===== config.mk =====
export PLATFORM = sky130hd
export DESIGN_NAME = cms_trace_streamer
export DESIGN_NICKNAME = d
export VERILOG_FILES = /design/src/rtl/cms_pkg.sv /design/src/rtl/cms_sync_fifo.sv /design/src/rtl/cms_trace_streamer.sv
export SDC_FILE = /design/constraint.sdc
export NUM_CORES = 2
export LEC_CHECK = 0
export BUFFER_PORTS_ARGS = -buffer_cell sky130_fd_sc_hd__buf_2
export CAP_MARGIN = 15
export CORE_MARGIN = 5
export CORE_UTILIZATION = 45
export CTS_BUF_LIST = sky130_fd_sc_hd__clkbuf_4 sky130_fd_sc_hd__clkbuf_8 sky130_fd_sc_hd__clkbuf_16
export DETAILED_ROUTE_END_ITERATION = 8
export PLACE_DENSITY = 0.63
export SETUP_SLACK_MARGIN = 0.4
export SYNTH_ARGS = -nofsm -noshare
export SYNTH_HDL_FRONTEND = slang
export SYNTH_SLANG_ARGS = --single-unit

===== constraint.sdc =====
create_clock -name clk -period 10.26 [get_ports clk]
set_input_delay 1.539 -clock clk [delete_from_list [all_inputs] [get_ports clk]]
set_output_delay 1.539 -clock clk [all_outputs]
set_load 0.01 [all_outputs]

===== src/rtl/cms_pkg.sv =====
// Shared definitions for the trace streamer:
//   - control register addresses and CTRL bit positions
//   - filter mode and controller state encodings
//   - RISC-V control-flow opcodes and the WFI encoding
//   - filter_pass(): instruction-class filter applied at capture
package cms_pkg;

    localparam logic [7:0] ADDR_CTRL     = 8'h00;
    localparam logic [7:0] ADDR_START    = 8'h01;
    localparam logic [7:0] ADDR_STOP     = 8'h02;
    localparam logic [7:0] ADDR_TLAST    = 8'h03;
    localparam logic [7:0] ADDR_DROP_CLR = 8'h04;

    localparam int CTRL_ARM     = 0;
    localparam int CTRL_TRIG_EN = 1;
    localparam int CTRL_FLUSH   = 2;
    localparam int CTRL_DEDUP   = 3;
    localparam int CTRL_FILT_LO = 4;
    localparam int CTRL_FILT_HI = 5;

    typedef enum logic [1:0] {
        FILT_ALL    = 2'd0,
        FILT_CFLOW  = 2'd1,
        FILT_NO_WFI = 2'd2,
        FILT_RSVD   = 2'd3
    } filter_e;

    typedef enum logic [1:0] {
        ST_IDLE     = 2'd0,
        ST_ARMED    = 2'd1,
        ST_TRACING  = 2'd2,
        ST_DRAINING = 2'd3
    } state_e;

    localparam logic [6:0]  OPC_BRANCH = 7'b1100011;
    localparam logic [6:0]  OPC_JAL    = 7'b1101111;
    localparam logic [6:0]  OPC_JALR   = 7'b1100111;
    localparam logic [31:0] INSTR_WFI  = 32'h1050_0073;

    // The reserved mode behaves like FILT_ALL.
    function automatic logic filter_pass(filter_e mode, logic [31:0] ins);
        logic ok;
        ok = 1'b1;
        case (mode)
            FILT_CFLOW:  ok = (ins[6:0] == OPC_BRANCH) || (ins[6:0] == OPC_JAL) ||
                              (ins[6:0] == OPC_JALR);
            FILT_NO_WFI: ok = (ins != INSTR_WFI);
            default:     ok = 1'b1;
        endcase
        return ok;
    endfunction

endpackage


===== src/rtl/cms_sync_fifo.sv =====
// Synchronous FIFO with a per-entry tlast mark bit.
//   push_i/data_i       write an entry (ignored when full unless popping)
//   pop_i               remove the head entry
//   mark_tail_i         set the mark bit of the newest stored entry
//   data_o/mark_o       head entry (valid while !empty_o)
//   full_o/empty_o/count_o occupancy
module cms_sync_fifo
    import cms_pkg::*;
#(
    parameter int WIDTH = 96,
    parameter int DEPTH = 16
) (
    input  logic                     clk,
    input  logic                     rst_n,
    input  logic                     push_i,
    input  logic [WIDTH-1:0]         data_i,
    input  logic                     pop_i,
    input  logic                     mark_tail_i,
    output logic [WIDTH-1:0]         data_o,
    output logic                     mark_o,
    output logic                     full_o,
    output logic                     empty_o,
    output logic [$clog2(DEPTH):0]   count_o
);

    localparam int AW = $clog2(DEPTH);

    logic [WIDTH-1:0] mem_q [DEPTH];
    logic [DEPTH-1:0] mark_q;
    logic [AW-1:0]    wr_ptr_q;
    logic [AW-1:0]    rd_ptr_q;
    logic [AW-1:0]    tail_ptr;
    logic [AW:0]      count_q;
    logic             do_push;
    logic             do_pop;

    assign empty_o  = (count_q == '0);
    assign full_o   = (count_q == (AW+1)'(DEPTH));
    assign count_o  = count_q;
    assign do_pop   = pop_i && !empty_o;
    assign do_push  = push_i && (!full_o || do_pop);
    // Depth is a power of two, so the pointer wraps naturally.
    assign tail_ptr = wr_ptr_q - 1'b1;
    assign data_o   = mem_q[rd_ptr_q];
    assign mark_o   = mark_q[rd_ptr_q];

    always_ff @(posedge clk) begin
        if (do_push) begin
            mem_q[wr_ptr_q] <= data_i;
        end
    end

    always_ff @(posedge clk or negedge rst_n) begin
        if (!rst_n) begin
            wr_ptr_q <= '0;
            rd_ptr_q <= '0;
            count_q  <= '0;
            mark_q   <= '0;
        end else begin
            if (mark_tail_i && !empty_o) begin
                mark_q[tail_ptr] <= 1'b1;
            end
            if (do_push) begin
                mark_q[wr_ptr_q] <= 1'b0;
                wr_ptr_q         <= wr_ptr_q + 1'b1;
            end
            if (do_pop) begin
                rd_ptr_q <= rd_ptr_q + 1'b1;
            end
            case ({do_push, do_pop})
                2'b10:   count_q <= count_q + 1'b1;
                2'b01:   count_q <= count_q - 1'b1;
                default: count_q <= count_q;
            endcase
        end
    end

endmodule


===== src/rtl/cms_trace_streamer.sv =====
// Trace capture and AXI-Stream streamer.
//   clk, rst_n                 clock, async active-low reset
//   pc, instr, pc_valid, en    retired instruction stream and global enable
//   ctrl_addr/wdata/write_enable  control register writes
//   M_AXIS_*                   record stream {pad, instr, pc}
//   dropped_count              records lost to a full buffer (saturating)
//   busy                       controller active or buffer not empty
//
// state       | meaning
// ST_IDLE     | not tracing; waits for arm
// ST_ARMED    | waiting for a valid pc equal to START_ADDR
// ST_TRACING  | capturing qualifying records
// ST_DRAINING | capture stopped; streaming out what is buffered
module cms_trace_streamer
    import cms_pkg::*;
#(
    parameter int XLEN                                = 64,
    parameter int AXI_DATA_WIDTH                      = 96,
    parameter int FIFO_DEPTH                          = 16,
    parameter int CTRL_WRITE_ENABLE_POSEDGE_TRIGGERED = 1
) (
    input  logic                      clk,
    input  logic                      rst_n,
    input  logic [31:0]               instr,
    input  logic [XLEN-1:0]           pc,
    input  logic                      pc_valid,
    input  logic                      en,
    input  logic [7:0]                ctrl_addr,
    input  logic [63:0]               ctrl_wdata,
    input  logic                      ctrl_write_enable,
    output logic                      M_AXIS_tvalid,
    input  logic                      M_AXIS_tready,
    output logic [AXI_DATA_WIDTH-1:0] M_AXIS_tdata,
    output logic                      M_AXIS_tlast,
    output logic [31:0]               dropped_count,
    output logic                      busy
);

    localparam int REC_W = XLEN + 32;
    localparam int CNT_W = $clog2(FIFO_DEPTH) + 1;

    state_e            state_q, state_d;
    logic              arm_q, trig_en_q, dedup_q;
    filter_e           filter_q;
    logic [XLEN-1:0]   start_q, stop_q, last_pc_q;
    logic [31:0]       interval_q, beat_cnt_q, dropped_q;

    logic              wr_fire, wr_ctrl, flush_pulse, drop_clr;
    logic              pc_hit_start, pc_hit_stop, qualify;
    logic              capture, arm_clr;
    logic              fifo_push, fifo_pop, fifo_full, fifo_empty, fifo_mark, drop;
    logic [REC_W-1:0]  fifo_rdata;
    logic [CNT_W-1:0]  fifo_count;
    logic              int_hit, tlast_int;

    generate
        if (CTRL_WRITE_ENABLE_POSEDGE_TRIGGERED != 0) begin : g_we_edge
            logic we_q;
            always_ff @(posedge clk or negedge rst_n) begin
                if (!rst_n) we_q <= 1'b0;
                else        we_q <= ctrl_write_enable;
            end
            assign wr_fire = ctrl_write_enable && !we_q;
        end else begin : g_we_level
            assign wr_fire = ctrl_write_enable;
        end
    endgenerate

    assign wr_ctrl     = wr_fire && (ctrl_addr == ADDR_CTRL);
    assign flush_pulse = wr_ctrl && ctrl_wdata[CTRL_FLUSH];
    assign drop_clr    = wr_fire && (ctrl_addr == ADDR_DROP_CLR);

    assign pc_hit_start = pc_valid && (pc == start_q);
    assign pc_hit_stop  = pc_valid && (pc == stop_q);
    assign qualify      = pc_valid && en && filter_pass(filter_q, instr) &&
                          !(dedup_q && (pc == last_pc_q));

    // FSM: state register
    always_ff @(posedge clk or negedge rst_n) begin
        if (!rst_n) state_q <= ST_IDLE;
        else        state_q <= state_d;
    end

    // FSM: next state
    always_comb begin
        state_d = state_q;
        case (state_q)
            ST_IDLE: begin
                if (arm_q) state_d = trig_en_q ? ST_ARMED : ST_TRACING;
            end
            ST_ARMED: begin
                if (!arm_q)            state_d = ST_IDLE;
                else if (pc_hit_start) state_d = pc_hit_stop ? ST_DRAINING : ST_TRACING;
            end
            ST_TRACING: begin
                if (!arm_q || pc_hit_stop) state_d = ST_DRAINING;
            end
            ST_DRAINING: begin
                if (fifo_empty) state_d = ST_IDLE;
            end
            default: state_d = ST_IDLE;
        endcase
    end

    // FSM: outputs. arm is dropped on entering DRAINING so a finished
    // session parks in IDLE instead of immediately re-arming.
    always_comb begin
        capture = 1'b0;
        case (state_q)
            ST_ARMED:   capture = qualify && arm_q && pc_hit_start;
            ST_TRACING: capture = qualify;
            default:    capture = 1'b0;
        endcase
        arm_clr = (state_q != ST_DRAINING) && (state_d == ST_DRAINING);
    end

    always_ff @(posedge clk or negedge rst_n) begin
        if (!rst_n) begin
            arm_q      <= 1'b0;
            trig_en_q  <= 1'b0;
            dedup_q    <= 1'b0;
            filter_q   <= FILT_ALL;
            start_q    <= '0;
            stop_q     <= '0;
            interval_q <= '0;
        end else begin
            if (wr_ctrl) begin
                arm_q     <= ctrl_wdata[CTRL_ARM];
                trig_en_q <= ctrl_wdata[CTRL_TRIG_EN];
                dedup_q   <= ctrl_wdata[CTRL_DEDUP];
                filter_q  <= filter_e'(ctrl_wdata[CTRL_FILT_HI:CTRL_FILT_LO]);
            end else if (arm_clr) begin
                arm_q <= 1'b0;
            end
            if (wr_fire && (ctrl_addr == ADDR_START)) start_q    <= XLEN'(ctrl_wdata);
            if (wr_fire && (ctrl_addr == ADDR_STOP))  stop_q     <= XLEN'(ctrl_wdata);
            if (wr_fire && (ctrl_addr == ADDR_TLAST)) interval_q <= ctrl_wdata[31:0];
        end
    end

    assign fifo_pop  = M_AXIS_tvalid && M_AXIS_tready;
    assign fifo_push = capture && (!fifo_full || fifo_pop);
    assign drop      = capture && fifo_full && !fifo_pop;

    cms_sync_fifo #(
        .WIDTH (REC_W),
        .DEPTH (FIFO_DEPTH)
    ) u_fifo (
        .clk         (clk),
        .rst_n       (rst_n),
        .push_i      (fifo_push),
        .data_i      ({instr, pc}),
        .pop_i       (fifo_pop),
        .mark_tail_i (flush_pulse),
        .data_o      (fifo_rdata),
        .mark_o      (fifo_mark),
        .full_o      (fifo_full),
        .empty_o     (fifo_empty),
        .count_o     (fifo_count)
    );

    always_ff @(posedge clk or negedge rst_n) begin
        if (!rst_n) begin
            last_pc_q  <= '0;
            dropped_q  <= '0;
            beat_cnt_q <= '0;
        end else begin
            if (capture) last_pc_q <= pc;
            if (drop_clr)
                dropped_q <= '0;
            else if (drop && (dropped_q != 32'hFFFF_FFFF))
                dropped_q <= dropped_q + 32'd1;
            if (fifo_pop)
                beat_cnt_q <= tlast_int ? 32'd0 : beat_cnt_q + 32'd1;
        end
    end

    // In DRAINING nothing is pushed, so a single remaining entry is the final beat.
    assign int_hit   = (interval_q != 32'd0) && (beat_cnt_q == interval_q - 32'd1);
    assign tlast_int = int_hit || fifo_mark ||
                       ((state_q == ST_DRAINING) && (fifo_count == CNT_W'(1)));

    assign M_AXIS_tvalid = !fifo_empty;
    assign M_AXIS_tdata  = fifo_empty ? '0 : AXI_DATA_WIDTH'(fifo_rdata);
    assign M_AXIS_tlast  = !fifo_empty && tlast_int;
    assign dropped_count = dropped_q;
    assign busy          = (state_q != ST_IDLE) || !fifo_empty;

endmodule


== Word level (Yosys, flattened, before mapping) ==
Memory sizes are Yosys's and may differ from the RTL's.
Cells that the tools add are included.
Word-level totals
  flip-flop bits (word level): 325
  RAM bits: 1536
  input bits: 174
  output and inout port bits: 131
  word-level logic and storage cells: 135
  memories: 1
Memory list
  u_fifo.mem_q: depth 16, bits a word 96, rd ports 1, clocked after memory_dff 0, write ports 1, RTL line cms_sync_fifo.sv:28  | logic [WIDTH-1:0] mem_q [DEPTH];
Operators by class
  $add $sub $neg: 8
  order comparisons: 5
  eq/ne operators: 24
  multiplexer cells: 27
  bitwise logic cells: 3
  reductions and logical operators: 51
Operators by type and width (count)
  equality test 64 bit: 3
  two-way mux 32 bit: 3
  two-way mux 96 bit: 1
  adder 32 x 1 -> 32 bit (second input constant): 2
  equality test 32 bit: 1
  two-way mux 16 bit: 2
  inequality test 32 x 29 -> 1 bit (second input constant): 1
  inequality test 32 bit (second input constant): 1
  nonzero test 32 bit: 1
  subtractor 32 x 1 -> 32 bit (second input constant): 1
  logical AND 1 bit: 29
  equality test 7 bit (second input constant): 3
  AND 16 bit: 1
  equality test 8 x 2 -> 1 bit (second input constant): 2
  NOT 16 bit: 1
  bitwise OR 16 bit: 1
  < comparator 4 x 5 -> 1 bit (second input constant): 3
  two-way mux 2 bit: 6
  equality test 2 bit (second input constant): 5
  case mux 5 bit (2 select lines): 1
  adder 4 x 1 -> 4 bit (second input constant): 2
  demux 1 bit (select 4 bit): 2
  equality test 8 x 1 -> 1 bit (second input constant): 1
  equality test 8 x 3 -> 1 bit (second input constant): 1
  other kinds (18): 44

== Longest topological paths before layout ==
  depth in word-level cells: 14
  mapped depth: 15

== Hierarchy ==
A second synthesis with hierarchy kept.
Unflattened totals
  cell total of the unflattened synthesis: 3998
  area total of the unflattened synthesis: 75237.2 µm²
By module, submodules not included
  cms_sync_fifo: times used 1, cells an instance 2526, area each 59076.7 µm²
  cms_trace_streamer: times used 1, cells an instance 1472, area each 16160.5 µm²

== Worst setup path after synthesis ==
Ideal clock, no wire load.
  kind: input to register
  start point: input pc[7]
  end point: memory u_fifo.mem_q[0][0] (enable)
  setup time: 0.668 ns
  arrival: 9.770 ns
  data required time: 9.592 ns
  slack: -0.178 ns
  stages on the path: 11
  path buffers: 2
  cells stage by stage: xnor2_1 -> nand4_1 -> nor4_1 -> nand4_1 -> nor2_1 -> o221a_2 -> clkbuf_1 -> and2_1 -> clkbuf_1 -> nand2_1 -> nor3_1
Between the ends
  word-level cells in the longest chain between the ends: 11
Ends and longest elaborated chain
  start: declaration: RTL line cms_trace_streamer.sv:25  | input logic [XLEN-1:0] pc,
  equality test 64 bit: RTL line cms_trace_streamer.sv:76  | !(dedup_q && (pc == last_pc_q));
  logical AND 1 bit: RTL line cms_trace_streamer.sv:76
  zero test 1 bit: RTL line cms_trace_streamer.sv:76
  logical AND 1 bit: RTL line cms_trace_streamer.sv:75  | assign qualify = pc_valid && en && filter_pass(filter_q, instr) &&
  logical AND 1 bit (2 in series): RTL line cms_trace_streamer.sv:110  | ST_ARMED: capture = qualify && arm_q && pc_hit_start;
  case mux 1 bit (2 select lines) *: RTL line cms_trace_streamer.sv:109  | case (state_q)
  logical AND 1 bit *: RTL line cms_trace_streamer.sv:142  | assign fifo_push = capture && (!fifo_full || fifo_pop);
  logical AND 1 bit *: RTL line cms_sync_fifo.sv:41  | assign do_push = push_i && (!full_o || do_pop);
  two-way mux 1 bit *: RTL line cms_sync_fifo.sv:48  | if (do_push) begin
  two-way mux 1 bit (implied by the code) *: RTL line cms_sync_fifo.sv:49  | mem_q[wr_ptr_q] <= data_i;
  end: declaration: RTL line cms_sync_fifo.sv:28
Every way passes the cells marked *; elsewhere a longest branch is shown, timed or not.

== Worst setup path after layout ==
  start point: register u_fifo.rd_ptr_q[1]
  end point: output M_AXIS_tdata[25]
Between the ends
  word-level cells in the longest chain between the ends: 2
Ends and longest elaborated chain
  start: declaration: RTL line cms_sync_fifo.sv:31  | logic [AW-1:0] rd_ptr_q;
  start signal: assignment: RTL line cms_sync_fifo.sv:68  | rd_ptr_q <= rd_ptr_q + 1'b1;
  memory read (16 x 96 bit)
  two-way mux 96 bit: RTL line cms_trace_streamer.sv:184  | assign M_AXIS_tdata = fifo_empty ? '0 : AXI_DATA_WIDTH'(fifo_rdata);
  end: declaration: RTL line cms_trace_streamer.sv:33  | output logic [AXI_DATA_WIDTH-1:0] M_AXIS_tdata,
No other way between the ends.

==> impl_metrics.py <==
metrics = {
    "status": {
        "status": "completed",
    },
    "global_route": {
        "antenna_found_initial": 46,
        "grt_pass1_vias": 38696,
        "grt_max_degree": 109,
        "grt_overflow_total": 0,
        "grt_pass1_wl_mm": 278,
        "track_usage_pct": 22.0,
    },
    "clock_network": {
        "clockBufferDepth": 3,
        "post-cts-setup-buffer-count": 0,
        "clk_pin_slew_ps": 60,
        "cts_tree": "done",
        "clockRootBuffer": "clkbuf_16",
        "cts_resized": 0,
        "clk_latency_ps": 840,
        "htreeDepth": 4,
        "postCtsHoldBufs": 0,
        "cts.sinks": 1861,
        "cts_buffers": 191,
    },
    "yosys": {
        "ys_async_sr_fraction_pct": 17.5,
        "synth_cell_types": 69,
        "netlist.top_cell.by_area": "edfxtp_1",
        "avgSynthCellArea_um2": 20.1,
        "netlist_area_um2": 75000,
        "synth-warning-count": 0,
        "syn_inst": 3739,
        "synth-seq-cells": 1861,
        "synth.area.top_cells": "edfxtp_1, mux4_2, dfrtp_1",
        "yosysSeqAreaShare_pct": 72.3,
        "synth_nets": 3933,
        "synth_edf_count": 1536,
        "synth_top_area_share_pct": 61.5,
        "ys.flop_type": "edfxtp_1",
    },
    "sta": {
        "drv_slew": 0,
        "maxSlewHeadroom_pct": 25.8,
        "fmax_mhz": 158,
        "tns_ps": 0,
        "setup_violations": 0,
        "clock_skew_ps": 43.9,
        "hold_slack_ps": 500,
        "finalCritPeriodShare_pct": 61.8,
        "worst-slew-pin-transition_ps": 1110,
        "hold_viol": 0,
        "fin_crit_ps": 6340,
        "rsz0062_at_grt": "false",
    },
    "floorplan": {
        "fp.dieH_um": 418,
        "rows": 149,
        "dieArea_um2": 175000,
        "die_x_um": 418,
        "ios": 305,
        "start_util_pct": 45.4,
        "core_um2": 165000,
    },
    "layout": {
        "final_util_pct": 51.9,
        "seq_area_um2": 54300,
        "final_cell_mix": "edfxtp_1, mux4_2, dfrtp_1",
        "fillers": 13116,
        "final_common_cell": "edfxtp_1",
        "syn_to_final_growth_pct": 14.4,
        "multi_input_area_um2": 20200,
        "layout-drive-gt1-share_pct": 33.7,
        "fin_nets": 4353,
    },
    "worst_setup_path": {
        "slowest_delay_ps": 870,
        "r2r-end": "u_fifo.mem_q[15][5]",
        "required_ps": 8720,
        "r2r_slack_ps": 4780,
        "r2r-start": "start_q[50]",
        "worstSetupPathType": "flip-flop to output pin",
        "crit_slowest_cell": "dfrtp_4",
        "setup.worst_path.end_class": "output pin",
        "crit_fanout": 60,
        "crit_chain": "buf_4 > buf_4 > mux4_2 > mux4_2 > and2_1 > buf_2",
        "path_delay_family": "buffers and inverters",
        "r2r_cells": 11,
        "critPathBufInv": 3,
        "worst_ep_arrival_time_ps": 4800,
        "startpoint_type": "flip-flop",
    },
    "placement": {
        "hpwl_mm": 114,
        "port_buffers": 304,
        "gp_congestion": 0.865,
    },
    "hold_path": {
        "hold_depth": 2,
        "worstHoldEndpoint": "u_fifo.mark_q[3]",
        "hold_path_class": "flip-flop to flip-flop",
        "hp-start": "u_fifo.mark_q[3]",
    },
    "detailed_routing": {
        "final_antenna_net_count": 0,
        "drt-total-wl_mm": 193,
        "drc": 0,
        "drtPass1Iterations": 5,
        "viasPerCell": 5.86,
        "wire_per_inst_um": 29.6,
        "vias": 38310,
        "drt-initial-drc-count": 3943,
    },
    "power_and_ir_drop": {
        "p_leak_nw": 29.6,
        "irDropWorstVdd_mv": 0.211,
        "power-per-cell-area_nw_per_um2": 248,
        "finalPower_mw": 21.3,
    },
    "flow_run": {
        "drv_cap": 0,
    },
}
## cells in the mapped netlist, drive strengths merged, types with 3 or more instances
library cell,n
nor3,21
nand2b,5
nor2b,8
a21boi,3
nand2,55
nand3b,4
xnor2,183
o22ai,6
nor4,37
nor4b,6
o2bb2ai,5
dfrtp,325
buf,44
nor2,121
clkbuf,124
mux2,223
nand3,44
a21oi,31
a22o,6
o21ai,25
inv,33
mux4,485
or3,8
and3,28
edfxtp,1536
ha,20
nand4,70
nor3b,3
or4,9
a31oi,21
xor2,102
and2,108
and4,5
## stage by stage
step	area [µm²]	setup WS, ps	std cells
6_report	85800	3920	6539
5_1_grt	85800	3750	6515
4_1_cts	85800	3780	6512
3_5_place_dp	79600	3260	6155
3_3_place_gp	79600	3470	6155
2_1_floorplan	75000	2400	3739
## where the power goes
part	internal [mW]	switching, mW	total [mW]
clock	3.89	2.90	6.80
sequential	8.46	0.300	8.76
combinational	2.77	2.93	5.70
## kinds of logic (layout without fill, tap and decap cells)
kind of cell / after synthesis / count (layout) / synth area share, %
fa+ha+maj: 20 / 20 / 0.334
xor+xnor: 285 / 285 / 3.33
buf+inv: 201 / 785 / 1.04
simple gates: 542 / 542 / 3.99
other cells: 0 / 27 / 0
flops: 1861 / 1861 / 72.3
mux: 709 / 709 / 17.9
compound gates: 121 / 121 / 1.06
## per-layer routing
metal | routed length, µm | global-route usage (%) | up-vias
li1 | - | - | 16003
met1 | 83100 | 32.0 | 20620
met2 | 91600 | 34.4 | 1406
met3 | 13800 | 4.48 | 269
met4 | 4610 | 5.85 | 12
met5 | 84 | 0.164 | -
## how the worst max path moves through the flow
| stage | start | cells past startpoint | slack, ps | endpoint |
|---|---|---|---|---|
| 2_1_floorplan | pc[7] | 11 | 2400 | u_fifo.mem_q[8][0] |
| 3_3_place_gp | pc[50] | 12 | 3470 | u_fifo.mem_q[15][13] |
| 3_5_place_dp | pc[50] | 12 | 3260 | u_fifo.mem_q[15][13] |
| 4_1_cts | u_fifo.rd_ptr_q[1] | 6 | 3780 | M_AXIS_tdata[25] |
| 5_1_grt | u_fifo.rd_ptr_q[1] | 6 | 3750 | M_AXIS_tdata[25] |
| 6_report | u_fifo.rd_ptr_q[1] | 6 | 3920 | M_AXIS_tdata[25] |
## final cells by class
class / instances / area share (%)
sequential: 1861 / 63.2
multi-input combinational: 1677 / 23.5
clock buffer: 250 / 6.13
tap: 2189 / 3.19
timing repair buffer: 395 / 2.65
clock inverter: 107 / 1.11
inverter: 33 / 0.144
antenna: 27 / 0.0787
## worst register-to-register path: cells and delay by family (launching register included)
kind / cells / cell delay [ps]
compound gates: 1 / 200
simple gates: 6 / 2180
buf+inv: 3 / 1970
xor+xnor: 1 / 280
flops: 1 / 390
## sequential cells by signal, indices dropped and copies added, names as in the netlist, 4 cells and up
register,cells
dropped_count,32
beat_cnt_q,32
u_fifo.count_o,5
last_pc_q,64
u_fifo.mark_q,16
start_q,64
u_fifo.rd_ptr_q,4
u_fifo.wr_ptr_q,4
interval_q,32
u_fifo.mem_q,1536
stop_q,64
Power figures use the tool's default switching activity.
